File: config.mk
export PLATFORM = sky130hd
export DESIGN_NAME = hippo_mem_arbiter_flat
export DESIGN_NICKNAME = d
export VERILOG_FILES = /design/src/rtl/hippo_mem_arbiter_if.sv /design/src/rtl/hippo_mem_arbiter.sv /design/src/flat_wrapper.sv
export SDC_FILE = /design/constraint.sdc
export NUM_CORES = 1
export LEC_CHECK = 0
export BUFFER_PORTS_ARGS = -buffer_cell sky130_fd_sc_hd__buf_2
export CAP_MARGIN = 30
export CORE_ASPECT_RATIO = 0.7
export CORE_UTILIZATION = 40
export DETAILED_ROUTE_END_ITERATION = 16
export PLACE_DENSITY = 0.76
export SLEW_MARGIN = 20
export SYNTH_ARGS = -nofsm -noshare
export SYNTH_HDL_FRONTEND = slang
export SYNTH_SLANG_ARGS = --single-unit
File: constraint.sdc
create_clock -name clk_i -period 1.49 [get_ports clk_i]
set_input_delay 0.0745 -clock clk_i [delete_from_list [all_inputs] [get_ports clk_i]]
set_output_delay 0.0745 -clock clk_i [all_outputs]
set_load 0.01 [all_outputs]
File: src/rtl/hippo_mem_arbiter_if.sv
// Requester-side bus for hippo_mem_arbiter: one instance per requester.
//   master : driven by the requester (valid/addr/we/be/wdata out; ready/rsp in)
//   slave  : seen by the arbiter (valid/addr/we/be/wdata in; ready/rsp out)
// Signals:
//   valid      request valid
//   ready      request accepted this cycle
//   addr       word address
//   we         write
//   be         byte enables, bit n covers bits 8n+7:8n
//   wdata      write data
//   rsp_valid  response valid
//   rdata      read data (0 for write responses)
interface hippo_mem_arbiter_if #(
  parameter int AddrWidth = 8
);
  logic                 valid;
  logic                 ready;
  logic [AddrWidth-1:0] addr;
  logic                 we;
  logic [3:0]           be;
  logic [31:0]          wdata;
  logic                 rsp_valid;
  logic [31:0]          rdata;

  modport master (
    output valid, addr, we, be, wdata,
    input  ready, rsp_valid, rdata
  );

  modport slave (
    input  valid, addr, we, be, wdata,
    output ready, rsp_valid, rdata
  );
endinterface

File: src/rtl/hippo_mem_arbiter.sv
// Two-requester round-robin arbiter in front of a single-port word memory
// with a registered read port. Partial (byte-enabled) stores are turned
// into a read followed by a merged write.
// Ports:
//   clk_i, rst_i    clock, synchronous active-high reset
//   a, b            requester buses (a = instruction fetch, b = load/store)
//   mem_address_o   memory word address
//   mem_we_o        memory write enable
//   mem_data_o      memory write data
//   mem_data_i      memory read data, valid one cycle after its address
//
// state | meaning
// IDLE  | arbitrate; reads, full and null writes complete in one cycle
// RMW   | write back merged word of a partial store; both requesters stalled
module hippo_mem_arbiter #(
  parameter int AddrWidth = 8
) (
  input  logic                 clk_i,
  input  logic                 rst_i,
  hippo_mem_arbiter_if.slave   a,
  hippo_mem_arbiter_if.slave   b,
  output logic [AddrWidth-1:0] mem_address_o,
  output logic                 mem_we_o,
  output logic [31:0]          mem_data_o,
  input  logic [31:0]          mem_data_i
);

  typedef enum logic {
    IDLE = 1'b0,
    RMW  = 1'b1
  } state_e;

  state_e state_q, state_d;

  // 1 = requester B was granted last, so A wins the next tie
  logic last_q;

  logic                 grant_a, grant_b, accept;
  logic [AddrWidth-1:0] sel_addr;
  logic                 sel_we;
  logic [3:0]           sel_be;
  logic [31:0]          sel_wdata;
  logic                 is_full, is_partial;

  logic [AddrWidth-1:0] addr_hold_q;
  logic [AddrWidth-1:0] rmw_addr_q;
  logic [3:0]           rmw_be_q;
  logic [31:0]          rmw_wdata_q;
  logic                 rmw_id_q;

  logic rsp_valid_q, rsp_id_q, rsp_read_q;
  logic [31:0] merged;

  // Arbitration is only open in IDLE and never while reset is held.
  always_comb begin
    grant_a = 1'b0;
    grant_b = 1'b0;
    if (!rst_i && state_q == IDLE) begin
      if (a.valid && (!b.valid || last_q)) grant_a = 1'b1;
      else if (b.valid)                    grant_b = 1'b1;
    end
    accept     = grant_a | grant_b;
    sel_addr   = grant_b ? b.addr  : a.addr;
    sel_we     = grant_b ? b.we    : a.we;
    sel_be     = grant_b ? b.be    : a.be;
    sel_wdata  = grant_b ? b.wdata : a.wdata;
    is_full    = sel_we && (sel_be == 4'hF);
    is_partial = sel_we && (sel_be != 4'h0) && (sel_be != 4'hF);
  end

  always_comb begin
    merged = mem_data_i;
    for (int n = 0; n < 4; n++) begin
      if (rmw_be_q[n]) merged[8*n +: 8] = rmw_wdata_q[8*n +: 8];
    end
  end

  always_ff @(posedge clk_i) begin
    if (rst_i) state_q <= IDLE;
    else       state_q <= state_d;
  end

  always_comb begin
    state_d = state_q;
    case (state_q)
      IDLE:    if (accept && is_partial) state_d = RMW;
      RMW:     state_d = IDLE;
      default: state_d = IDLE;
    endcase
  end

  always_comb begin
    a.ready       = grant_a;
    b.ready       = grant_b;
    mem_address_o = '0;
    mem_we_o      = 1'b0;
    mem_data_o    = '0;
    if (!rst_i) begin
      case (state_q)
        IDLE: begin
          mem_address_o = accept ? sel_addr : addr_hold_q;
          mem_we_o      = accept && is_full;
          mem_data_o    = accept ? sel_wdata : 32'h0;
        end
        RMW: begin
          mem_address_o = rmw_addr_q;
          mem_we_o      = 1'b1;
          mem_data_o    = merged;
        end
        default: ;
      endcase
    end
    a.rsp_valid = !rst_i && rsp_valid_q && !rsp_id_q;
    b.rsp_valid = !rst_i && rsp_valid_q &&  rsp_id_q;
    a.rdata     = (a.rsp_valid && rsp_read_q) ? mem_data_i : 32'h0;
    b.rdata     = (b.rsp_valid && rsp_read_q) ? mem_data_i : 32'h0;
  end

  always_ff @(posedge clk_i) begin
    if (rst_i) begin
      last_q      <= 1'b1;
      addr_hold_q <= '0;
      rmw_addr_q  <= '0;
      rmw_be_q    <= '0;
      rmw_wdata_q <= '0;
      rmw_id_q    <= 1'b0;
      rsp_valid_q <= 1'b0;
      rsp_id_q    <= 1'b0;
      rsp_read_q  <= 1'b0;
    end else begin
      // A partial store answers only after its write-back cycle.
      rsp_valid_q <= (accept && !is_partial) || (state_q == RMW);
      rsp_id_q    <= (state_q == RMW) ? rmw_id_q : grant_b;
      rsp_read_q  <= accept && !sel_we;
      if (accept) begin
        last_q      <= grant_b;
        addr_hold_q <= sel_addr;
        if (is_partial) begin
          rmw_addr_q  <= sel_addr;
          rmw_be_q    <= sel_be;
          rmw_wdata_q <= sel_wdata;
          rmw_id_q    <= grant_b;
        end
      end
    end
  end

endmodule

File: src/flat_wrapper.sv
// flat-port wrapper written by rule: the top's interface ports become plain ports
module hippo_mem_arbiter_flat 
#(
  parameter int AddrWidth = 8
)
  (clk_i, rst_i, mem_address_o, mem_we_o, mem_data_o, mem_data_i, a_valid, a_addr, a_we, a_be, a_wdata, a_ready, a_rsp_valid, a_rdata, b_valid, b_addr, b_we, b_be, b_wdata, b_ready, b_rsp_valid, b_rdata);
  hippo_mem_arbiter_if #(.AddrWidth(AddrWidth)) a_i ();
  hippo_mem_arbiter_if #(.AddrWidth(AddrWidth)) b_i ();
  input  logic clk_i;
  input  logic rst_i;
  output logic [AddrWidth-1:0] mem_address_o;
  output logic mem_we_o;
  output logic [31:0] mem_data_o;
  input  logic [31:0] mem_data_i;
  input wire logic [$bits(a_i.valid)-1:0] a_valid;
  input wire logic [$bits(a_i.addr)-1:0] a_addr;
  input wire logic [$bits(a_i.we)-1:0] a_we;
  input wire logic [$bits(a_i.be)-1:0] a_be;
  input wire logic [$bits(a_i.wdata)-1:0] a_wdata;
  output wire logic [$bits(a_i.ready)-1:0] a_ready;
  output wire logic [$bits(a_i.rsp_valid)-1:0] a_rsp_valid;
  output wire logic [$bits(a_i.rdata)-1:0] a_rdata;
  input wire logic [$bits(b_i.valid)-1:0] b_valid;
  input wire logic [$bits(b_i.addr)-1:0] b_addr;
  input wire logic [$bits(b_i.we)-1:0] b_we;
  input wire logic [$bits(b_i.be)-1:0] b_be;
  input wire logic [$bits(b_i.wdata)-1:0] b_wdata;
  output wire logic [$bits(b_i.ready)-1:0] b_ready;
  output wire logic [$bits(b_i.rsp_valid)-1:0] b_rsp_valid;
  output wire logic [$bits(b_i.rdata)-1:0] b_rdata;
  assign a_i.valid = a_valid;
  assign a_i.addr = a_addr;
  assign a_i.we = a_we;
  assign a_i.be = a_be;
  assign a_i.wdata = a_wdata;
  assign a_ready = a_i.ready;
  assign a_rsp_valid = a_i.rsp_valid;
  assign a_rdata = a_i.rdata;
  assign b_i.valid = b_valid;
  assign b_i.addr = b_addr;
  assign b_i.we = b_we;
  assign b_i.be = b_be;
  assign b_i.wdata = b_wdata;
  assign b_ready = b_i.ready;
  assign b_rsp_valid = b_i.rsp_valid;
  assign b_rdata = b_i.rdata;
  hippo_mem_arbiter #(.AddrWidth(AddrWidth)) u_core (.clk_i(clk_i), .rst_i(rst_i), .a(a_i), .b(b_i), .mem_address_o(mem_address_o), .mem_we_o(mem_we_o), .mem_data_o(mem_data_o), .mem_data_i(mem_data_i));
endmodule
==> metrics.txt, run 1 <==
# TYPE chip_impl_metric gauge
chip_impl_info{name="whs_endpoint",value="u_core.rmw_addr_q[2]$_SDFFE_PP0P_"} 1
chip_impl_metric{name="setup_viol",unit=""} 146
chip_impl_metric{name="globalRouteTotalUtil",unit="%"} 28.9
chip_impl_metric{name="fin_tns_setup",unit="ns"} -28.92
chip_impl_metric{name="post-route-drc-count",unit=""} 0
chip_impl_info{name="tritoncts_clock_tree",value="yes"} 1
chip_impl_metric{name="core.rowCount",unit=""} 30
chip_impl_metric{name="num_vias",unit=""} 5007
chip_impl_info{name="worstSetupStartpointType",value="flip-flop"} 1
chip_impl_metric{name="clk_pin_slew",unit="ns"} 0.06
chip_impl_metric{name="place_ws",unit="ns"} -0.160
chip_impl_metric{name="dieHeight",unit="um"} 85.6
chip_impl_metric{name="synth.avg_cell_area",unit="um^2"} 8.90
chip_impl_info{name="worst_r2r_startpoint",value="u_core.state_q$_SDFF_PP0_"} 1
chip_impl_metric{name="drt-vias-per-instance",unit=""} 5.61
chip_impl_metric{name="cellPowerDensity",unit="nW/um^2"} 813
chip_impl_metric{name="fp.dieW",unit="um"} 121
chip_impl_metric{name="detailed_place_hpwl",unit="mm"} 10.0
chip_impl_metric{name="postRouteAntennaNets",unit=""} 0
chip_impl_metric{name="yosys_warnings",unit=""} 0
chip_impl_metric{name="critPathMaxStageDelay",unit="ns"} 0.33
chip_impl_metric{name="setup.reg_to_reg.worst_slack",unit="ns"} -0.40
chip_impl_info{name="violations_in_the_final_reports",value="negative setup slack"} 1
chip_impl_metric{name="grt.overflow.total",unit=""} 0
chip_impl_metric{name="insertion_delay",unit="ns"} 0.33
chip_impl_metric{name="reg2regPathDepth",unit=""} 13
chip_impl_metric{name="syn_area",unit="um^2"} 4000
chip_impl_info{name="worstSetupPathType",value="flip-flop to output pin"} 1
chip_impl_metric{name="tightestPinTransition",unit="ns"} 0.526
chip_impl_metric{name="timing.final.hold_violations",unit=""} 0
chip_impl_metric{name="dp_cells",unit=""} 817
chip_impl_metric{name="syn-instance-count",unit=""} 449
chip_impl_info{name="library_cell_used_as_clock_root_buffer",value="clkbuf_16"} 1
chip_impl_metric{name="port_buffers",unit=""} 234
chip_impl_metric{name="layout_setup_ws",unit="ns"} -0.451
chip_impl_metric{name="drv_slew",unit=""} 0
chip_impl_metric{name="ir_worst_vdd",unit="uV"} 649
chip_impl_metric{name="ys_types",unit=""} 39
chip_impl_metric{name="avgRoutedWirePerCell",unit="um"} 19.1
chip_impl_info{name="worst_path_max_delay_cell",value="dfxtp_2"} 1
chip_impl_metric{name="antenna_cells_inserted",unit=""} 0
chip_impl_metric{name="critical_path_peak_fanout",unit=""} 6
chip_impl_metric{name="cp.arrival",unit="ns"} 1.87
chip_impl_metric{name="placedInstanceArea",unit="um^2"} 5590
chip_impl_metric{name="cts_num_sinks",unit=""} 58
chip_impl_metric{name="gpl.final_weighted_congestion",unit=""} 0.918
chip_impl_metric{name="floorplan.die_area",unit="um^2"} 10400
chip_impl_metric{name="ffs_latches_synth",unit=""} 58
chip_impl_metric{name="dr.first_iter.drc_count",unit=""} 258
chip_impl_metric{name="holdPathStages",unit=""} 2
chip_impl_info{name="worst_path_cell_trace",value="nor2_2 > buf_6 > nand2_8 > inv_12 > buf_8 > buf_6 > mux2i_4 > o22ai_2 > buf_2"} 1
chip_impl_info{name="min_from",value="b_addr[2]"} 1
chip_impl_metric{name="io_pins",unit=""} 235
chip_impl_metric{name="grt_max_degree",unit=""} 43
chip_impl_metric{name="hold_ws",unit="ns"} 0.0429
chip_impl_info{name="worst_r2r_endpoint",value="u_core.rmw_wdata_q[20]$_SDFFE_PP0P_"} 1
chip_impl_metric{name="area_added_between_synthesis_and_finish",unit="%"} 87.0
chip_impl_metric{name="wp_data_required",unit="ns"} 1.42
chip_impl_metric{name="ys_seq_area_share",unit="%"} 29.1
chip_impl_info{name="outcome",value="finished, violations left"} 1
chip_impl_metric{name="grt_pass1_wl",unit="mm"} 23.2
chip_impl_metric{name="stdcell_area",unit="um^2"} 7470
chip_impl_metric{name="initial_cell_density_of_the_core",unit="%"} 41.3
chip_impl_metric{name="cts-htree-levels",unit=""} 3
chip_impl_info{name="holdCritPathClass",value="primary input to flip-flop"} 1
chip_impl_info{name="critical-path-top-cell-by-count",value="buf_6"} 1
chip_impl_metric{name="grt_pass1_vias",unit=""} 4682
chip_impl_metric{name="timing.max_cap.violations",unit=""} 0
chip_impl_info{name="rsz0062_at_grt",value="true"} 1
chip_impl_metric{name="totalWireLength",unit="mm"} 17.1
chip_impl_metric{name="p_total",unit="mW"} 6.07
chip_impl_metric{name="layout.cells.non_filler",unit=""} 893
chip_impl_metric{name="numCtsBuffers",unit=""} 9
chip_impl_metric{name="p_leak",unit="nW"} 3.74
chip_impl_metric{name="number_of_antenna_violations_at_the_first_check_in_global_routing",unit=""} 0
chip_impl_metric{name="post_layout_utilization_of_the_core",unit="%"} 77.1
chip_impl_metric{name="fin_nets",unit=""} 886
chip_impl_metric{name="fin_crit_sh",unit="%"} 130
chip_impl_metric{name="drt_first_pass_iters",unit=""} 5
chip_impl_metric{name="fin_crit",unit="ns"} 1.94
chip_impl_metric{name="final.setup_skew",unit="ns"} 0.00562
chip_impl_metric{name="fmax",unit="MHz"} 515
chip_impl_metric{name="share_of_cells_above_drive_strength_1",unit="%"} 60.8
chip_impl_metric{name="timing.slew.headroom",unit="%"} 64.9
chip_impl_metric{name="longest_clk_path_bufs",unit=""} 2
chip_impl_info{name="crit_path_end_kind",value="output pin"} 1
chip_impl_metric{name="postSynthNetCount",unit=""} 575
chip_impl_metric{name="floorplan.core_area",unit="um^2"} 9680
[worst max-delay path, delay by kind of cell (launching register included)]
kind | cells | cell delay, ns
flip-flops | 1 | 0.33
buffers and inverters | 5 | 0.66
AO/OA/AOI/OAI | 1 | 0.11
AND/OR/NAND/NOR | 2 | 0.16
multiplexers | 1 | 0.26
[worst max path at each step]
stage / start / end / cells after the start
2_1_floorplan: u_core.state_q$_SDFF_PP0_ / u_core.rmw_addr_q[0]$_SDFFE_PP0P_ / 7
3_3_place_gp: u_core.last_q$_SDFFE_PP1N_ / mem_address_o[6] / 7
3_5_place_dp: u_core.last_q$_SDFFE_PP1N_ / mem_address_o[6] / 7
4_1_cts: u_core.last_q$_SDFFE_PP1N_ / mem_data_o[11] / 8
5_1_grt: u_core.state_q$_SDFF_PP0_ / mem_data_o[20] / 9
6_report: u_core.state_q$_SDFF_PP0_ / mem_data_o[20] / 9
[logic make-up (layout without fill, tap and decap cells)]
group	after synthesis	count (layout)	synth area share [%]
and+or+nand+nor	144	144	22.0
muxes	106	106	26.6
AOI/OAI and AO/OA	84	84	14.9
DFF	58	58	29.1
buffers and inverters	57	373	7.45
[flip-flops by register name (all words and copies together), names as in the netlist]
register,count
u_core.addr_hold_q,8
u_core.last_q,1
u_core.rmw_addr_q,8
u_core.rmw_be_q,4
u_core.rmw_id_q,1
u_core.rmw_wdata_q,32
u_core.rsp_id_q,1
u_core.rsp_read_q,1
u_core.rsp_valid_q,1
u_core.state_q,1
[report_power, final]
part,total [mW],internal [mW],switching [mW]
Clock,2.35,1.62,0.727
Combinational,1.93,1.01,0.920
Sequential,1.79,1.70,0.0940
[area by class of cell]
type / count / area (um^2)
clock buffers: 10 / 229
flip-flops and latches: 58 / 1170
inverters: 11 / 58.8
repair buffers: 346 / 2530
multi-input cells: 334 / 3220
fillers: 634 / 2210
well taps: 128 / 160
clock inverters: 6 / 105
[placed cells by master (no fill, tap or decap), types with 6 or more instances in the layout]
cell / n
buf_2: 212
mux2i_1: 72
buf_4: 70
dfxtp_1: 53
and3_1: 44
nand2b_1: 39
buf_6: 39
o22ai_1: 27
mux2i_4: 25
and3_4: 23
clkbuf_16: 13
buf_12: 12
nor2_1: 11
inv_1: 9
o31ai_2: 9
mux2i_2: 8
nand3b_1: 8
a31oi_1: 8
nor3_1: 8
o221a_2: 6
buf_8: 6
[metal layers]
metal / GRT usage (%) / up-vias / wire length, um
li1: - / 2295 / -
met1: 36.1 / 2436 / 7020
met2: 49.3 / 243 / 8590
met3: 5.25 / 33 / 1110
met4: 11.0 / 0 / 338
met5: 0 / - / 0
[cells in the mapped netlist, drive strengths merged]
cell    number  area share [%]
a211o        2            0.47
a211oi       9             1.7
a21bo        2            0.50
a21boi       1            0.28
a21oi        9             1.1
a31oi        8             1.3
and3        67              10
and3b        1            0.22
buf         19             3.8
clkbuf      27             2.5
dfxtp       58              29
inv         11             1.1
mux2         1            0.28
mux2i      105              26
nand2        1            0.16
nand2b      39             6.1
nand3        1            0.13
nand3b       8             1.5
nand4        3            0.47
nor2        12             1.2
nor3         8             1.0
nor3b        1            0.19
o211ai       1            0.19
o21ai        2            0.25
o221a        8             2.3
o22ai       32             5.0
o31ai       10             1.9
or2          1            0.16
or4          2            0.38
[repair_timing]
item,in CTS,in global routing
hold endpoints to repair,1,0
setup endpoints to repair,101,133
gates cloned,4,6
hold buffers,1,0
gates resized for setup,87,93
buffers inserted,47,12
pin swaps,15,28
Power figures use the tool's default switching activity.
==> run 2: changes to the inputs <==
clock period = 1.6 ns   (was 1.49 ns; I/O delays follow)
==> metrics.txt, run 2 (synthesis results as in run 1) <==
# TYPE chip_impl_metric gauge
chip_impl_metric{name="largest_register_ff_count",unit=""} 32
chip_impl_metric{name="detailed_place_hpwl",unit="mm"} 10.3
chip_impl_metric{name="dp_cells",unit=""} 805
chip_impl_metric{name="grt_pass1_wl",unit="mm"} 21.7
chip_impl_metric{name="drt-vias-per-instance",unit=""} 5.62
chip_impl_metric{name="fmax",unit="MHz"} 540
chip_impl_metric{name="floorplan.die_area",unit="um^2"} 10400
chip_impl_info{name="layout_commonest_cell",value="buf_2"} 1
chip_impl_metric{name="reg2regPathDepth",unit=""} 7
chip_impl_metric{name="clk_pin_slew",unit="ns"} 0.05
chip_impl_metric{name="p_leak",unit="nW"} 3.52
chip_impl_metric{name="holdPathStages",unit=""} 3
chip_impl_metric{name="grt.overflow.total",unit=""} 0
chip_impl_metric{name="cts-htree-levels",unit=""} 3
chip_impl_metric{name="area_added_between_synthesis_and_finish",unit="%"} 69.3
chip_impl_metric{name="dieHeight",unit="um"} 85.6
chip_impl_metric{name="fin_crit_sh",unit="%"} 116
chip_impl_metric{name="setup_viol",unit=""} 85
chip_impl_metric{name="antenna_cells_inserted",unit=""} 0
chip_impl_metric{name="wp_data_required",unit="ns"} 1.52
chip_impl_metric{name="layout.cells.non_filler",unit=""} 856
chip_impl_metric{name="timing.max_cap.violations",unit=""} 0
chip_impl_metric{name="gpl.final_weighted_congestion",unit=""} 0.893
chip_impl_metric{name="cts_num_sinks",unit=""} 58
chip_impl_metric{name="drv_slew",unit=""} 0
chip_impl_metric{name="numCtsBuffers",unit=""} 9
chip_impl_info{name="biggest_regs",value="u_core.rmw_wdata_q (32), u_core.addr_hold_q (8), u_core.rmw_addr_q (8)"} 1
chip_impl_metric{name="cp.arrival",unit="ns"} 1.77
chip_impl_info{name="layout_common_cells",value="buf_2, mux2i_1, and3_1"} 1
chip_impl_metric{name="postRouteAntennaNets",unit=""} 0
chip_impl_metric{name="post-route-drc-count",unit=""} 0
chip_impl_info{name="library_cell_used_as_clock_root_buffer",value="clkbuf_16"} 1
chip_impl_metric{name="floorplan.core_area",unit="um^2"} 9680
chip_impl_metric{name="fin_crit",unit="ns"} 1.85
chip_impl_metric{name="number_of_antenna_violations_at_the_first_check_in_global_routing",unit=""} 0
chip_impl_metric{name="dr.first_iter.drc_count",unit=""} 278
chip_impl_metric{name="critical_path_peak_fanout",unit=""} 7
chip_impl_metric{name="grt_pass1_vias",unit=""} 4340
chip_impl_metric{name="insertion_delay",unit="ns"} 0.32
chip_impl_metric{name="io_pins",unit=""} 235
chip_impl_metric{name="cellPowerDensity",unit="nW/um^2"} 771
chip_impl_info{name="worstSetupPathType",value="flip-flop to output pin"} 1
chip_impl_metric{name="globalRouteTotalUtil",unit="%"} 26.7
chip_impl_metric{name="num_vias",unit=""} 4810
chip_impl_metric{name="longest_clk_path_bufs",unit=""} 2
chip_impl_metric{name="tightestPinTransition",unit="ns"} 0.563
chip_impl_metric{name="fin_nets",unit=""} 851
chip_impl_metric{name="drt_first_pass_iters",unit=""} 4
chip_impl_metric{name="totalWireLength",unit="mm"} 15.9
chip_impl_info{name="tritoncts_clock_tree",value="yes"} 1
chip_impl_metric{name="fp.dieW",unit="um"} 121
chip_impl_metric{name="layout_setup_ws",unit="ns"} -0.252
chip_impl_metric{name="avgRoutedWirePerCell",unit="um"} 18.5
chip_impl_info{name="rsz0062_at_grt",value="true"} 1
chip_impl_info{name="holdCritPathClass",value="primary input to flip-flop"} 1
chip_impl_metric{name="initial_cell_density_of_the_core",unit="%"} 41.3
chip_impl_info{name="worstSetupStartpointType",value="flip-flop"} 1
chip_impl_metric{name="timing.slew.headroom",unit="%"} 62.4
chip_impl_metric{name="port_buffers",unit=""} 234
chip_impl_metric{name="p_total",unit="mW"} 5.21
chip_impl_info{name="crit_path_end_kind",value="output pin"} 1
chip_impl_metric{name="grt_max_degree",unit=""} 43
chip_impl_metric{name="final.setup_skew",unit="ns"} 0.00380
chip_impl_metric{name="core.rowCount",unit=""} 30
chip_impl_info{name="registers.top_by_ff_count",value="u_core.rmw_wdata_q"} 1
chip_impl_info{name="outcome",value="finished, violations left"} 1
chip_impl_metric{name="ir_worst_vdd",unit="uV"} 488
chip_impl_info{name="violations_in_the_final_reports",value="negative setup slack"} 1
chip_impl_metric{name="timing.final.hold_violations",unit=""} 0
chip_impl_metric{name="share_of_cells_above_drive_strength_1",unit="%"} 55.6
run 2: timing repair:
action                                  in CTS  in global routing
setup buffers                               12                 20
gates cloned                                 2                  3
resized for setup                           59                 59
pin swaps                                   12                 11
endpoints found under the hold margin        1                  0
hold buffers                                 1                  0
endpoints found under the setup margin      57                109
run 2: routing by layer:
| metal | global-route usage (%) | routed length, um |
|---|---|---|
| met5 | 0 | 0 |
| met4 | 10.7 | 378 |
| met3 | 5.65 | 1120 |
| met2 | 46.8 | 8050 |
| met1 | 31.9 | 6320 |
run 2: area by class of cell:
| cell class | count | area [um^2] |
|---|---|---|
| inverter | 11 | 56.3 |
| sequential | 58 | 1160 |
| clock inverter | 3 | 40.0 |
| timing repair buffer | 311 | 1950 |
| clock buffer | 11 | 253 |
| multi-input combinational | 334 | 3140 |
| fill | 724 | 2920 |
| tap | 128 | 160 |
run 2: final timing paths:
check                                      start                                  end  slack [ns]
max                   u_core.last_q$_SDFFE_PP1N_                       mem_data_o[21]       -0.25
min                                  b_wdata[19]  u_core.rmw_wdata_q[19]$_SDFFE_PP0P_        0.06
max reg2reg           u_core.last_q$_SDFFE_PP1N_  u_core.rmw_wdata_q[12]$_SDFFE_PP0P_       -0.13
min reg2reg  u_core.rmw_wdata_q[25]$_SDFFE_PP0P_  u_core.rmw_wdata_q[25]$_SDFFE_PP0P_        0.48
run 2: report_power, final:
| group | switching, mW | internal (mW) |
|---|---|---|
| Sequential | 0.0990 | 1.58 |
| Combinational | 0.805 | 0.827 |
| Clock | 0.641 | 1.26 |
run 2: worst max-delay path: stages, from the launching register on:
cell and delay, ns:
dfxtp_2 0.33, a21boi_2 0.15, nand2_2 0.12, inv_8 0.14, clkbuf_16 0.21, mux2i_4 0.25, o22ai_1 0.09, buf_2 0.16
run 2: per-stage QoR:
stage / instance area, um^2 / setup slack [ns] / hold slack, ns / TNS [ns] / utilization, %
2_1_floorplan: 4000 / 0.0301 / 0.174 / 0 / -
3_3_place_gp: 5480 / 0.0269 / 0.319 / 0 / 56.6
3_5_place_dp: 5480 / -0.00248 / 0.325 / -0.00248 / 56.6
4_1_cts: 6190 / -0.255 / 0.0462 / -12.83 / 63.9
5_1_grt: 6760 / -0.332 / 0.0589 / -18.50 / 69.8
6_report: 6760 / -0.252 / 0.0581 / -13.39 / 69.8
